<file path="src/rtl/pipe_chain.sv">
// pipe_chain: stall- and flush-aware pipeline register chain with per-stage valid bits.
// Define PIPE_CHAIN_PERF_EN to build the stall/bubble/flush performance counters.
module pipe_chain #(
    parameter int WIDTH = 16,
    parameter int DEPTH = 4,
    parameter int CNT_W = 32
) (
    input  logic                   clk,
    input  logic                   rst_n,
    input  logic                   in_valid,
    input  logic [WIDTH-1:0]       in_data,
    output logic                   in_ready,
    input  logic [DEPTH-1:0]       stall_req,
    input  logic [DEPTH-1:0]       flush_req,
    output logic [DEPTH-1:0]       stage_valid,
    output logic [DEPTH*WIDTH-1:0] stage_data,
    output logic                   out_valid,
    output logic [WIDTH-1:0]       out_data,
    output logic [CNT_W-1:0]       stall_cycles,
    output logic [CNT_W-1:0]       bubble_count,
    output logic [CNT_W-1:0]       flush_count
);
    logic [DEPTH-1:0]       valid_q, valid_d, prev_v;
    logic [DEPTH*WIDTH-1:0] data_q, data_d, prev_d;
    logic                   stall_eff, flush_eff;
    int                     s_idx, f_idx;

    for (genvar i = 0; i < DEPTH; i++) begin : g_prev
        if (i == 0) begin : g_in
            assign prev_v[i]              = in_valid;
            assign prev_d[i*WIDTH +: WIDTH] = in_data;
        end else begin : g_reg
            assign prev_v[i]              = valid_q[i-1];
            assign prev_d[i*WIDTH +: WIDTH] = data_q[(i-1)*WIDTH +: WIDTH];
        end
    end

    // An older flush kills the stalled instruction; otherwise the stall wins.
    always_comb begin
        s_idx = -1;
        f_idx = -1;
        for (int k = 0; k < DEPTH; k++) begin
            s_idx = stall_req[k] ? k : s_idx;
            f_idx = flush_req[k] ? k : f_idx;
        end
        flush_eff = (f_idx >= 0) && (f_idx > s_idx);
        stall_eff = (s_idx >= 0) && !flush_eff;
        for (int k = 0; k < DEPTH; k++) begin
            valid_d[k] = (stall_eff && k <= s_idx) ? valid_q[k] :
                         (stall_eff && k == s_idx + 1) ? 1'b0 :
                         (flush_eff && k <= f_idx) ? 1'b0 : prev_v[k];
            data_d[k*WIDTH +: WIDTH] = (stall_eff && k <= s_idx + 1) ? data_q[k*WIDTH +: WIDTH]
                                                                   : prev_d[k*WIDTH +: WIDTH];
        end
    end

    always_ff @(posedge clk or negedge rst_n) begin
        if (!rst_n) begin
            valid_q <= '0;
            data_q  <= '0;
        end else begin
            valid_q <= valid_d;
            data_q  <= data_d;
        end
    end

    assign in_ready    = !stall_eff;
    assign stage_valid = valid_q;
    assign stage_data  = data_q;
    assign out_valid   = valid_q[DEPTH-1];
    assign out_data    = data_q[(DEPTH-1)*WIDTH +: WIDTH];

`ifdef PIPE_CHAIN_PERF_EN
    logic [CNT_W-1:0] stall_q, bubble_q, flush_q;
    logic             bubble_inc;

    assign bubble_inc = stall_eff && (s_idx < DEPTH - 1);

    always_ff @(posedge clk or negedge rst_n) begin
        if (!rst_n) begin
            stall_q  <= '0;
            bubble_q <= '0;
            flush_q  <= '0;
        end else begin
            stall_q  <= (stall_eff && ~&stall_q) ? stall_q + CNT_W'(1) : stall_q;
            bubble_q <= (bubble_inc && ~&bubble_q) ? bubble_q + CNT_W'(1) : bubble_q;
            flush_q  <= (flush_eff && ~&flush_q) ? flush_q + CNT_W'(1) : flush_q;
        end
    end

    assign stall_cycles = stall_q;
    assign bubble_count = bubble_q;
    assign flush_count  = flush_q;
`else
    assign stall_cycles = '0;
    assign bubble_count = '0;
    assign flush_count  = '0;
`endif
endmodule

</file>
<file path="config.mk">
export PLATFORM = sky130hd
export DESIGN_NAME = pipe_chain
export DESIGN_NICKNAME = d
export VERILOG_FILES = /design/src/rtl/pipe_chain.sv
export SDC_FILE = /design/constraint.sdc
export NUM_CORES = 1
export LEC_CHECK = 0
export CAP_MARGIN = 40
export CORE_ASPECT_RATIO = 2
export CORE_UTILIZATION = 36
export DETAILED_ROUTE_END_ITERATION = 6
export PLACE_DENSITY = 0.86
export SLEW_MARGIN = 5
export SYNTH_ARGS = -nofsm -noshare
export SYNTH_HDL_FRONTEND = slang
export SYNTH_SLANG_ARGS = --single-unit
</file>
<file path="constraint.sdc">
create_clock -name clk -period 2.65 [get_ports clk]
set_input_delay 0.53 -clock clk [delete_from_list [all_inputs] [get_ports clk]]
set_output_delay 0.53 -clock clk [all_outputs]
set_load 0.01 [all_outputs]
</file>
==> results of run 1 <==
[logic make-up (layout without fill, tap and decap cells)]
family	count (synthesis)	count (layout)	synth area share, %
AND/OR/NAND/NOR	24	24	3.92
buffers and inverters	126	167	24.3
other	1	96	0.0986
AO/OA/AOI/OAI	16	16	3.78
adder cells (fa/ha/maj)	10	10	3.29
multiplexers	64	64	19.8
flip-flops	68	68	44.8
[worst paths after layout]
| path | slack, ns | from | cells past startpoint | endpoint |
|---|---|---|---|---|
| setup / recovery | 0.1 | flush_req[2] | 12 | stage_data[35]$_DFFE_PN0N_ |
| hold reg to reg | 0.52 | stage_valid[2]$_DFFE_PN0N_ | 1 | stage_valid[2]$_DFFE_PN0N_ |
| setup reg to reg | 1.84 | stage_valid[1]$_DFFE_PN0N_ | 2 | stage_valid[1]$_DFFE_PN0N_ |
| max in group asynchronous | 2.05 | rst_n | 3 | stage_data[41]$_DFFE_PN0N_ |
| hold / removal | 0.17 | rst_n | 2 | stage_data[13]$_DFFE_PN0N_ |
| min in group clk | 0.52 | stage_valid[2]$_DFFE_PN0N_ | 1 | stage_valid[2]$_DFFE_PN0N_ |
[per-layer routing]
layer	share of wire, %	routed length [um]
met1	34	2830
met2	57	4750
met3	5.9	495
met4	3.1	256
met5	0	0
[cell usage in the layout (no fill, tap or decap), drive strengths merged, types with 2 or more instances in the layout]
master	count
buf	33
mux2	64
nor2b	2
dfrtp	68
clkinvlp	2
nor4	2
clkinv	2
ha	10
conb	96
inv	8
nor3	2
o21ai	5
a21oi	5
nand2	7
o221ai	2
clkdlybuf4s50	102
nor2	7
clkbuf	15
dlygate4sd2	4
[report_power, final]
part | switching (W) | leakage, nW | internal [W] | total, W
Sequential | 0.000356 | 0.809 | 0.00149 | 0.00184
Clock | 0.000441 | 0.148 | 0.000781 | 0.00122
Combinational | 0.000899 | 1.42 | 0.00152 | 0.00242
[state kept, by name, indices dropped and copies added, names as in the netlist]
signal / flops
stage_data: 64
stage_valid: 4
[through the flow]
stage	hold slack (ns)	setup WS [ns]	util, %	total power [W]
2_1_floorplan	0.234	0.0262	-	0.00305
3_3_place_gp	0.508	-0.532	47.0	0.00417
3_5_place_dp	0.508	-0.583	47.2	0.00427
4_1_cts	0.170	0.0150	50.9	0.00556
5_1_grt	0.187	0.0110	50.8	0.00577
6_report	0.171	0.0969	50.8	0.00548
[timing repair]
action / 4_1_cts / 5_1_grt
cloned: 1 / 0
endpoints found under the setup margin: 65 / 32
gates resized for setup: 21 / 12
setup buffers: 4 / 1
pin swaps: 7 / 6
[cell type report]
cell class | count | area share [%]
multi-input cells | 210 | 30.3
inverters | 8 | 0.603
flip-flops and latches | 68 | 32.8
clock buffers | 11 | 4.87
well taps | 135 | 3.26
repair buffers | 143 | 27.1
clock inverters | 5 | 1.13
==> out/results.tsv, run 1 <==
metric	value	unit
Clock H-tree levels	3	
largest net degree at the start of global routing	38	
IO buf count	112	
number of synthesized flops with an enable pin	0	
critical path endpoint category	flip-flop	
met1 Usage GRT	15.3	%
top cells by count, synth	buf_4, dfrtp_1, mux2_2	
CP max stage cell	mux2_2	
Die ar.	11000	um2
CTS clk-pin slew, worst paths	0.06	ns
Worst Skew	0.00736	ns
CTS Root Cell	clkbuf_16	
Max Slew Vio Count	0	
vias per cell	4.23	
routing usage on met3	3.77	%
Hold Crit Class	in -> async	
Critical Path AT	2.76	ns
Die X-Extent	74.7	um
Period minus WS final	2.55	ns
vias	2454	
nets	477	
Reg area	1700	um2
Max stage delay on crit path	0.33	ns
first-pass GRT wire length	12.8	mm
TNS Setup	0	ns
Initial Util	37.2	%
status	completed	
diode count	0	
ys flop type	dfrtp_1	
clock sink total	68	
Max Cap Viol	0	
worst skew pair latency	0.32	ns
TritonCTS clock tree	yes	
row cnt	52	
ys async rst share	100	%
post-synth cell types	30	
power per cell area	1060	nW/um2
Yosys top cell area share	44.8	%
Crit Path Class	in -> reg	
Final Hold Viols	0	
cells after synthesis	309	
Max Clk Rate	392	MHz
Placed Area	4820	um2
Mapped Area	3800	um2
Max FO, Critical Path	5	
Synth Register Bits	68	
final worst path period share	96.3	%
CTS Buffer Depth	2	
WP buf/inv	4	
met2 Usage GRT	29.4	%
Routability Congestion	0.786	
Final Non-Filler Cells	580	
grt ovf	0	
fillers	893	
CP Cell Sequence	dlygate4sd2_1, nor2_1, o21ai_1, ha_1, nor2b_2, o311ai_4, a22oi_4, buf_6, a21oi_4, buf_6, buf_12, mux2_2	
most frequent CP cell	buf_6	
GR Util All Layers	15.8	%
post-synthesis sequential area ratio	44.8	%
gr busiest metal	met2	
Crit path max-delay family	buffers and inverters	
Starting DRT DRC Count	30	
multi-input logic area	1570	um2
Peak VDD IR	0.594	mV
chip height	147	um
CTS Buf Count	9	
Yosys warnings	0	
First-pass DRT Iterations	2	
final wirelength	8.33	mm
placed insts	559	
WP data required	2.86	ns
top cells by area, synth	dfrtp_1, buf_4, mux2_2, mux2_4, ha_1	
area grow syn2layout	36.5	%
vias in the first global route	2464	
Synth area leader	dfrtp_1	
Core Area	10200	um2
Detailed Place HPWL	6.33	mm
RSZ-0062 raised after global routing	false	
initial antenna violation count	0	
Worst setup SP type	input port	
P_leak	2.37	nW
final setup violation count	0	
number of top-level pins	209	
wire length per cell	14.4	um
CTS Hold Bufs	0	
DR DRC count	0	
Final Cell Area	5190	um2
layout cells sized above 1	29.9	%
Post-Syn Area per Cell	12.3	um2
Post-DRT Antenna Nets	0	
count leader, synth	buf_4	
Power figures use the tool's default switching activity.
==> run 2: changes to the inputs <==
--- a/config.mk
+++ b/config.mk
@@ -7,10 +7,11 @@
 export LEC_CHECK = 0
 export CAP_MARGIN = 40
 export CORE_ASPECT_RATIO = 2
-export CORE_UTILIZATION = 36
+export CORE_UTILIZATION = 39
 export DETAILED_ROUTE_END_ITERATION = 6
-export PLACE_DENSITY = 0.86
+export PLACE_DENSITY = 0.89
 export SLEW_MARGIN = 5
 export SYNTH_ARGS = -nofsm -noshare
 export SYNTH_HDL_FRONTEND = slang
 export SYNTH_SLANG_ARGS = --single-unit
+export TNS_END_PERCENT = 50
==> constraint.sdc (replaced) <==
create_clock -name clk -period 2.6 [get_ports clk]
set_input_delay 0.52 -clock clk [delete_from_list [all_inputs] [get_ports clk]]
set_output_delay 0.52 -clock clk [all_outputs]
set_load 0.01 [all_outputs]
==> run 2 against run 1 <==
Net effect: clock-buffer cell count decreased by 1; sequential power up 3%; setup slack got worse by 0.038 ns; largest cell class unchanged.
==> out/results.tsv, run 2 (synthesis gave the netlist of run 1 again) <==
metric	value	unit	change
CTS Buffer Depth	2		unchanged
fillers	773		was 893
Crit Path Class	in -> out		was in -> reg
chip height	142	um	was 147 um
WP buf/inv	3		was 4
Final Hold Viols	0		unchanged
WP data required	2.08	ns	was 2.86 ns
Worst Skew	0.00709	ns	was 0.00736 ns
Clock H-tree levels	3		unchanged
Int Pwr	0.00394	W	was 0.00378 W
CTS Root Cell	clkbuf_16		unchanged
wire length per cell	15.6	um	was 14.4 um
final setup violation count	0		unchanged
clock sink total	68		unchanged
largest net degree at the start of global routing	36		was 38
Worst-Margin Slew	0.500	ns	
First-pass DRT Iterations	4		was 2
Initial Util	40.5	%	was 37.2%
Net Switching	0.00174	W	was 0.00170 W
Max Cap Viol	0		unchanged
Peak VDD IR	0.648	mV	was 0.594 mV
placed insts	528		was 559
Die ar.	10200	um2	was 11000 um2
Max Clk Rate	394	MHz	
nets	482		was 477
CTS Hold Bufs	0		unchanged
commonest non-fill, non-tap cell in the layout	clkdlybuf4s50_1		unchanged
Max stage delay on crit path	0.27	ns	was 0.33 ns
diode count	0		unchanged
row cnt	50		was 52
CP max stage cell	dlygate4sd2_1		was mux2_2
Flop pwr share	33.2	%	was 33.6%
CP Cell Sequence	dlygate4sd2_1, buf_4, a21oi_1, nor2_1, ha_1, nand2_1, o311ai_4, a22oi_4, buf_2		was dlygate4sd2_1, nor2_1, o21ai_1, ha_1, nor2b_2, o311ai_4, a22oi_4, buf_6, a21oi_4, buf_6, buf_12, mux2_2
Starting DRT DRC Count	54		was 30
DR DRC count	0		unchanged
Routability Congestion	0.894		was 0.786
combinational share of power	44.0	%	was 44.1%
Final Non-Filler Cells	554		was 580
P_leak	2.44	nW	was 2.37 nW
final wirelength	8.64	mm	was 8.33 mm
GR Util All Layers	17.1	%	was 15.8%
Die X-Extent	71.8	um	was 74.7 um
area grow syn2layout	38.9	%	was 36.5%
TritonCTS clock tree	yes		unchanged
CTS Buf Count	9		unchanged
RSZ-0062 raised after global routing	true		was false
Crit path max-delay family	buffers and inverters		unchanged
max FFs per register	64		unchanged
worst skew pair latency	0.32	ns	about the same
power per cell area	1080	nW/um2	was 1060 nW/um2
relative slew slack	66.6	%	
TNS Setup	0	ns	unchanged
final worst path period share	97.7	%	
first-pass GRT wire length	13.2	mm	was 12.8 mm
IO buf count	112		unchanged
grt ovf	0		unchanged
Max Slew Vio Count	0		unchanged
vias per cell	4.51		was 4.23
Max FO, Critical Path	3		was 5
Period minus WS final	2.54	ns	
most frequent cells in the layout	clkdlybuf4s50_1, conb_1, dfrtp_1		unchanged
Post-DRT Antenna Nets	0		unchanged
Worst setup SP type	input port		unchanged
initial antenna violation count	0		unchanged
Core Area	9380	um2	was 10200 um2
layout cells sized above 1	32.4	%	was 29.9%
vias	2499		was 2454
Critical Path AT	2.02	ns	was 2.76 ns
vias in the first global route	2529		was 2464
Hold Crit Class	in -> async		unchanged
number of top-level pins	209		unchanged
status	completed		unchanged
sw frac	30.7	%	was 31.0%
Detailed Place HPWL	6.51	mm	was 6.33 mm
CTS clk-pin slew, worst paths	0.06	ns	about the same
clock share of power	22.8	%	was 22.3%
critical path endpoint category	output port		was flip-flop
run 2: changes by cell type in the layout (fill, tap and decap cells not counted), sizes merged, moves of 2 or more:
| cell | before | now |
|---|---|---|
| buf | 33 | 40 |
| clkinvlp | 2 | 0 |
| dlygate4sd2 | 4 | 2 |
| clkdlybuf4s15 | 0 | 2 |
| clkbuf | 15 | 12 |
| clkinv | 2 | 5 |
run 2: layout make-up:
type	count	area [um2]	share of cell area (%)
clock buffer	10	239	4.53
clock inverter	6	87.6	1.66
inverter	8	33.8	0.640
tap	104	130	2.46
timing repair buffer	148	1440	27.3
multi-input combinational	210	1650	31.2
sequential	68	1700	32.2
run 2: through the flow:
step | cell area (um2) | power, W | hold WS, ns | utilization (%) | setup slack (ns)
2_1_floorplan | 4190 | 0.00311 | 0.224 | - | 0.00635
3_3_place_gp | 4760 | 0.00428 | 0.511 | 50.7 | -0.555
3_5_place_dp | 4760 | 0.00436 | 0.510 | 50.7 | -0.586
5_1_grt | 5280 | 0.00598 | 0.197 | 56.3 | -0.0140
4_1_cts | 5220 | 0.00574 | 0.182 | 55.6 | 0.00175
6_report | 5280 | 0.00569 | 0.161 | 56.3 | 0.0589
run 2: final timing paths:
check / start / end / slack (ns) / cells past startpoint
max: flush_req[2] / in_ready / 0.06 / 9
min: rst_n / stage_data[12]$_DFFE_PN0N_ / 0.16 / 1
max reg2reg: stage_data[24]$_DFFE_PN0N_ / stage_data[40]$_DFFE_PN0N_ / 1.78 / 1
min reg2reg: stage_valid[2]$_DFFE_PN0N_ / stage_valid[2]$_DFFE_PN0N_ / 0.53 / 1
max in group asynchronous: rst_n / stage_data[37]$_DFFE_PN0N_ / 1.63 / 2
min in group clk: stage_valid[2]$_DFFE_PN0N_ / stage_valid[2]$_DFFE_PN0N_ / 0.53 / 1
run 2: power groups by stage:
stage / Sequential (W) / Clock [W] / Combinational (W)
finish: 0.00189 / 0.00130 / 0.00250
global route: 0.00197 / 0.00138 / 0.00263
CTS: 0.00190 / 0.00133 / 0.00251
detailed placement: 0.00192 / 0 / 0.00244
global placement: 0.00189 / 0 / 0.00239
floorplan: 0.00203 / 0 / 0.00108
run 2: metal layers:
metal	global-route usage (%)	share of wire, %	routed length [um]	up-vias
met1	16.6	32	2770	1233
met5	0	0	0	-
met2	34.1	61	5270	157
met4	7.02	1.8	154	0
met3	3.05	5.1	439	10
li1	-	-	-	1099
run 2: what timing repair did:
item | in CTS | in global routing
pin swaps | 8 | 10
setup endpoints to repair | 67 | 35
gates cloned | 1 | 0
setup buffers | 10 | 0
gates resized for setup | 30 | 20
==> variant 1 (flow settings as in run 2) <==
The option `PIPE_CHAIN_PERF_EN` is turned on by a define.
--- a/src/rtl/pipe_chain.sv
+++ b/src/rtl/pipe_chain.sv
@@ -1,4 +1,6 @@
 // pipe_chain: stall- and flush-aware pipeline register chain with per-stage valid bits.
 // Define PIPE_CHAIN_PERF_EN to build the stall/bubble/flush performance counters.
+`define PIPE_CHAIN_PERF_EN
+
 module pipe_chain #(
     parameter int WIDTH = 16,
Behaviour: not the same (a bounded check fails within 4 cycles, from zero or initial values and one cycle with rst_n low).
==> variant 1 against run 2 <==
  * Highest routed layer unchanged
  * Total power rose by 69%
  * Core utilization grew 2.0 points
  * Setup slack got worse by 88 ps
  * Wire length rose to 2.7 times the old value
  * The flow now finishes with violations (setup timing)
  * Area after synthesis increased by 110%
  * Non-clock buffer count up 146
  * Final area grew 120%
  * Sequential cell count up 96
==> variant 1: results (changes against run 2) <==
Global Route met1 Usage - 23.8% (+7.2 points)
Cell variety after synth - 57 (+90%)
Compound-Gate Fraction of Synth Area - 2.91% (-0.88 points)
Setup-failing EPs final - 2 (+2)
Met3 usage - 4.11% (+1.1 points)
Top cells by area, synth - dfrtp_1, nand2_1, xor2_1, mux2_2, xnor2_1
Avg Cell Area, Syn - 10.7 um^2 (-13%)
Crit path DAT - 2110 ps (+90 ps)
1st-iter DRT viols - 250 (+360%)
R2r setup slk - 200 ps (-1580 ps)
H-Tree Depth - 4 (+1)
Worst r2r src - bubble_count[2]
Hold WC Path Type - in2async
VDD IR max - 0.448 mV (-31%)
Seq/Total Area, Yosys - 51.9% (+7.1 points)
Number of port buffers - 208 (+86%)
Family with the most delay on the worst path - compound AO/OA/AOI/OAI gates
Global-route wire length before repair - 36,100 um (+170%)
Worst skew pair latency - 420 ps (+100 ps)
Place WS - -847 ps (-261 ps)
1st-pass router iterations - 5 (+1)
Synth warnings - 0 (unchanged)
Synthesized-area fraction occupied by adder cells - 2.21% (-1.1 points)
Largest stage delay on the critical path - 360 ps (+90 ps)
Clock Tree Root - clkbuf_16
Max layer used - met4
List of most frequent post-synthesis cells - dfrtp_1, nand2_1, xor2_1, nand3_1, nand4_1
FFs w/ async S/R, synth - 100% (unchanged)
Detailed Place HPWL - 16,500 um (+150%)
Met3 routed WL - 1030 um (+130%)
Met2 usage - 40.0% (+5.9 points)
Run status - finished, violations left
Reg-to-Reg End - bubble_count[10]
GP Congestion - 0.876 (-2.0%)
Routed len/inst - 18.2 um (+17%)
Worst clock skew - 9.75 ps (+2.66 ps)
Rel. slew slack - 55.0% (-12 points)
R2r worst-path depth - 6 (+5)
Critical path origin - stall_req[0]
Post-Place Cells - 1,232 (+130%)
Final #Nets - 1,053 (+120%)
End point of the critical path - in_ready
Syn nets - 782
Pint - 6.42 mW (+63%)
Non-Filler Instances - 1,287 (+130%)
M1 WL - 8260 um (+200%)
Met2 routed WL - 12,700 um (+140%)
Num CTS Buffers - 17 (+8)
Vias post-DR - 6,860 (+170%)
Gr usage total - 22.7% (+5.6 points)
Critical-path top delay cell - o311a_4
Vias in the first global route - 6,969 (+180%)
Final Worst Setup Slack - -28.7 ps (-87.6 ps)
Leak - 5.12 nW (+110%)
Mux contribution to synthesized area - 5.41% (-14 points)
Xor-xnor portion of the synthesized cell area - 9.96% (+10 points)
Critical path fanouts, max - 4 (+1)
Largest net degree at the start of global routing - 53 (+47%)
Failing checks - setup timing
Layout cell share with drive strength beyond 1 - 21.3% (-11 points)
variant 1: cell families (layout without fill, tap and decap cells):
| group | count (synthesis) | in the layout |
|---|---|---|
| mux | 38 | 38 |
| xor+xnor | 90 | 90 |
| flops | 164 | 164 |
| simple gates | 349 | 349 |
| fa+ha+maj | 14 | 14 |
| buf+inv | 57 | 341 |
| compound gates | 29 | 29 |
variant 1: worst min path at each step:
stage,startpoint,to,slack (ps),cells past startpoint
floorplan,rst_n,bubble_count[0],220,0
global placement,stage_data[24],stage_data[24],470,2
detailed placement,stage_data[5],stage_data[5],480,2
CTS,rst_n,bubble_count[0],40,1
global route,rst_n,bubble_count[0],70,1
finish,rst_n,bubble_count[0],40,1
variant 1: power groups by stage:
stage	sequential (mW)	combinational (mW)	clock [mW]
after floorplan	3.98	1.18	0
after global routing	3.90	3.54	2.64
after detailed placement	3.85	3.21	0
after CTS	3.81	3.29	2.54
final	3.82	3.29	2.49
after global placement	3.81	3.11	0
variant 1: metrics by stage:
step | hold WS (ps) | setup TNS [ps] | util (%) | cell area, um^2
after global placement | 471 | -93550 | 53.4 | 10600
final | 35.6 | -34.9 | 58.3 | 11600
after global routing | 68.2 | -2050 | 58.3 | 11600
after detailed placement | 482 | -106060 | 53.4 | 10600
after floorplan | 224 | -4270 | - | 7990
after CTS | 42.7 | -33.2 | 57.5 | 11500
variant 1: layout make-up:
class / count / area [um^2]
clock inverter: 14 / 141
multi-input combinational: 520 / 3720
clock buffer: 18 / 439
inverter: 15 / 63.8
timing repair buffer: 294 / 2810
sequential: 164 / 4100
fill: 1607 / 8310
tap: 262 / 328
variant 1: what timing repair did:
action	4_1_cts	5_1_grt
setup buffers	22	4
gates resized for setup	55	29
setup endpoints to repair	149	80
pin swaps	16	12
==> variant 2 (settings of run 2) <==
Without the edit above. `data_q` no longer has a reset.
--- a/src/rtl/pipe_chain.sv
+++ b/src/rtl/pipe_chain.sv
@@ -58,9 +58,11 @@
         if (!rst_n) begin
             valid_q <= '0;
-            data_q  <= '0;
         end else begin
             valid_q <= valid_d;
-            data_q  <= data_d;
         end
+    end
+
+    always_ff @(posedge clk) begin
+        data_q <= data_d;
     end
 
Formal check against the unedited RTL: not equivalent (Yosys sat finds a counterexample within 4 cycles, from zero or initial values and one cycle with rst_n low).
==> variant 2 against run 2 <==
  * Largest cell class unchanged
  * Count of clock-buffer cells in the layout is 1 lower
  * Clock skew is 4.6 ps lower
  * Critical path depth stayed put
  * Synthesized cell count is 21% lower
  * Maximum frequency is 1.8% higher
  * Final area is 11% lower
  * Area after synthesis is 12% lower
  * Sequential cell count stayed put
  * Critical path type unchanged
  * Wire length is 18% lower
  * Setup slack better by 45 ps
Power is not compared: it rests on default switching activity, and its combinational part moved more than twofold at a synthesized area within 25%.
==> variant 2: results (changes against run 2) <==
List of most frequent post-synthesis cells - buf_4, edfxtp_1, ha_1, inv_1, nand2_1
Gr usage total - 16.4% (-0.73 points)
Cell variety after synth - 33 (+10%)
Place WS - -544 ps (+42.8 ps)
GRT busiest layer - met2
Run status - finished, final reports clean
FFs w/ async S/R, synth - 5.88% (-94 points)
EDFF count, synth - 64 (+64)
Avg Cell Area, Syn - 13.7 um^2 (+12%)
Global-route wire length before repair - 10,300 um (-22%)
Critical path origin - stall_req[3]
Clock buffer depth - 2 (unchanged)
Post-CTS Resized - 17 (-43%)
Num CTS Buffers - 9 (unchanged)
Top cells by area, synth - edfxtp_1, buf_4, ha_1, dfrtp_1, inv_1
Worst r2r src - stage_valid[1]
Vias in the first global route - 2,002 (-21%)
Area Growth Syn to Fin - 39.1%
GP Congestion - 0.860 (-3.8%)
Met3 usage - 7.53% (+4.5 points)
Largest net degree at the start of global routing - 18 (-50%)
Layout cell share with drive strength beyond 1 - 16.0% (-16 points)
Detailed Place HPWL - 5410 um (-17%)
Final #Nets - 413 (-14%)
Crit path DAT - 1980 ps (-40 ps)
Hold WC Path Type - in2async
1st-pass router iterations - 4 (unchanged)
1st-iter DRT viols - 28 (-48%)
Seq/Total Area, Yosys - 60.1% (+15 points)
Critical path fanouts, max - 3 (unchanged)
Via-to-Cell Ratio - 4.23 (-6.2%)
Worst-path clk slew - 60 ps (about the same)
Met2 usage - 29.8% (-4.3 points)
Worst clock skew - 2.48 ps (-4.61 ps)
Postcts setup bufs - 1 (-9)
Dpl cell area - 0.00432 mm^2 (-9.4%)
Largest stage delay on the critical path - 300 ps (+30 ps)
Antenna Nets Post-Route - 0 (unchanged)
Max FFs per register - 64 (unchanged)
Post-Place Cells - 462 (-13%)
Non-Filler Instances - 479 (-14%)
Total gr overflow - 0 (unchanged)
Critical-path top delay cell - ha_1
Routed len/inst - 14.8 um (-5.0%)
Number of cell rows - 47 (-6.0%)
Filler cells - 641 (-17%)
Global Route met1 Usage - 13.6% (-3.0 points)
VDD IR max - 0.697 mV
## variant 2: cell count changes after synthesis, moves of 2 or more
cell | run 2 | this run
dfrtp_1 | 68 | 4
edfxtp_1 | 0 | 64
mux2_2 | 55 | 0
mux2_4 | 9 | 0
buf_4 | 116 | 113
a22oi_1 | 0 | 2
buf_6 | 2 | 0
## variant 2: cell families after synthesis
logic type	Yosys count	share of synthesized area (%)
buffers and inverters	122	26.4
AOI/OAI and AO/OA	20	4.76
and+or+nand+nor	24	4.91
adders and majority gates	10	3.72
other	1	0.112
DFF	68	60.1
## variant 2: metal layers
metal / up-vias / routed length [um]
li1: 902 / -
met2: 170 / 3950
met3: 20 / 853
met1: 934 / 2070
met4: 0 / 221
met5: - / 0
## variant 2: layout make-up
cell class	count	area share (%)
Sequential cell	68	43.2
Timing Repair Buffer	138	28.0
Multi-Input combinational cell	150	17.8
Clock buffer	9	4.82
Clock inverter	7	2.65
Tap cell	98	2.62
Inverter	9	0.829
## variant 2: report_power, final
part           total [mW]  internal, mW  leakage [nW]  switching [mW]
registers            1.59          1.48         0.681           0.110
logic               0.960         0.504          1.11           0.456
clock network        1.41         0.942         0.166           0.464
## variant 2: path summary, 6_finish.rpt
kind                                   to  slack (ps)  depth (start not counted)
hold / removal             stage_valid[0]         410                          1
min in group clk           stage_data[43]         440                          0
setup / recovery                 in_ready         100                          9
max in group asynchronous  stage_valid[2]        1990                          1
hold reg to reg            stage_data[43]         440                          0
setup reg to reg           stage_valid[1]        1790                          2
## variant 2: worst reg2reg max path, delay by kind of cell, from the launching register on
kind / cells / cell delay (ps)
buffers and inverters: 1 / 60
flip-flops: 1 / 380
AO/OA/AOI/OAI: 1 / 270
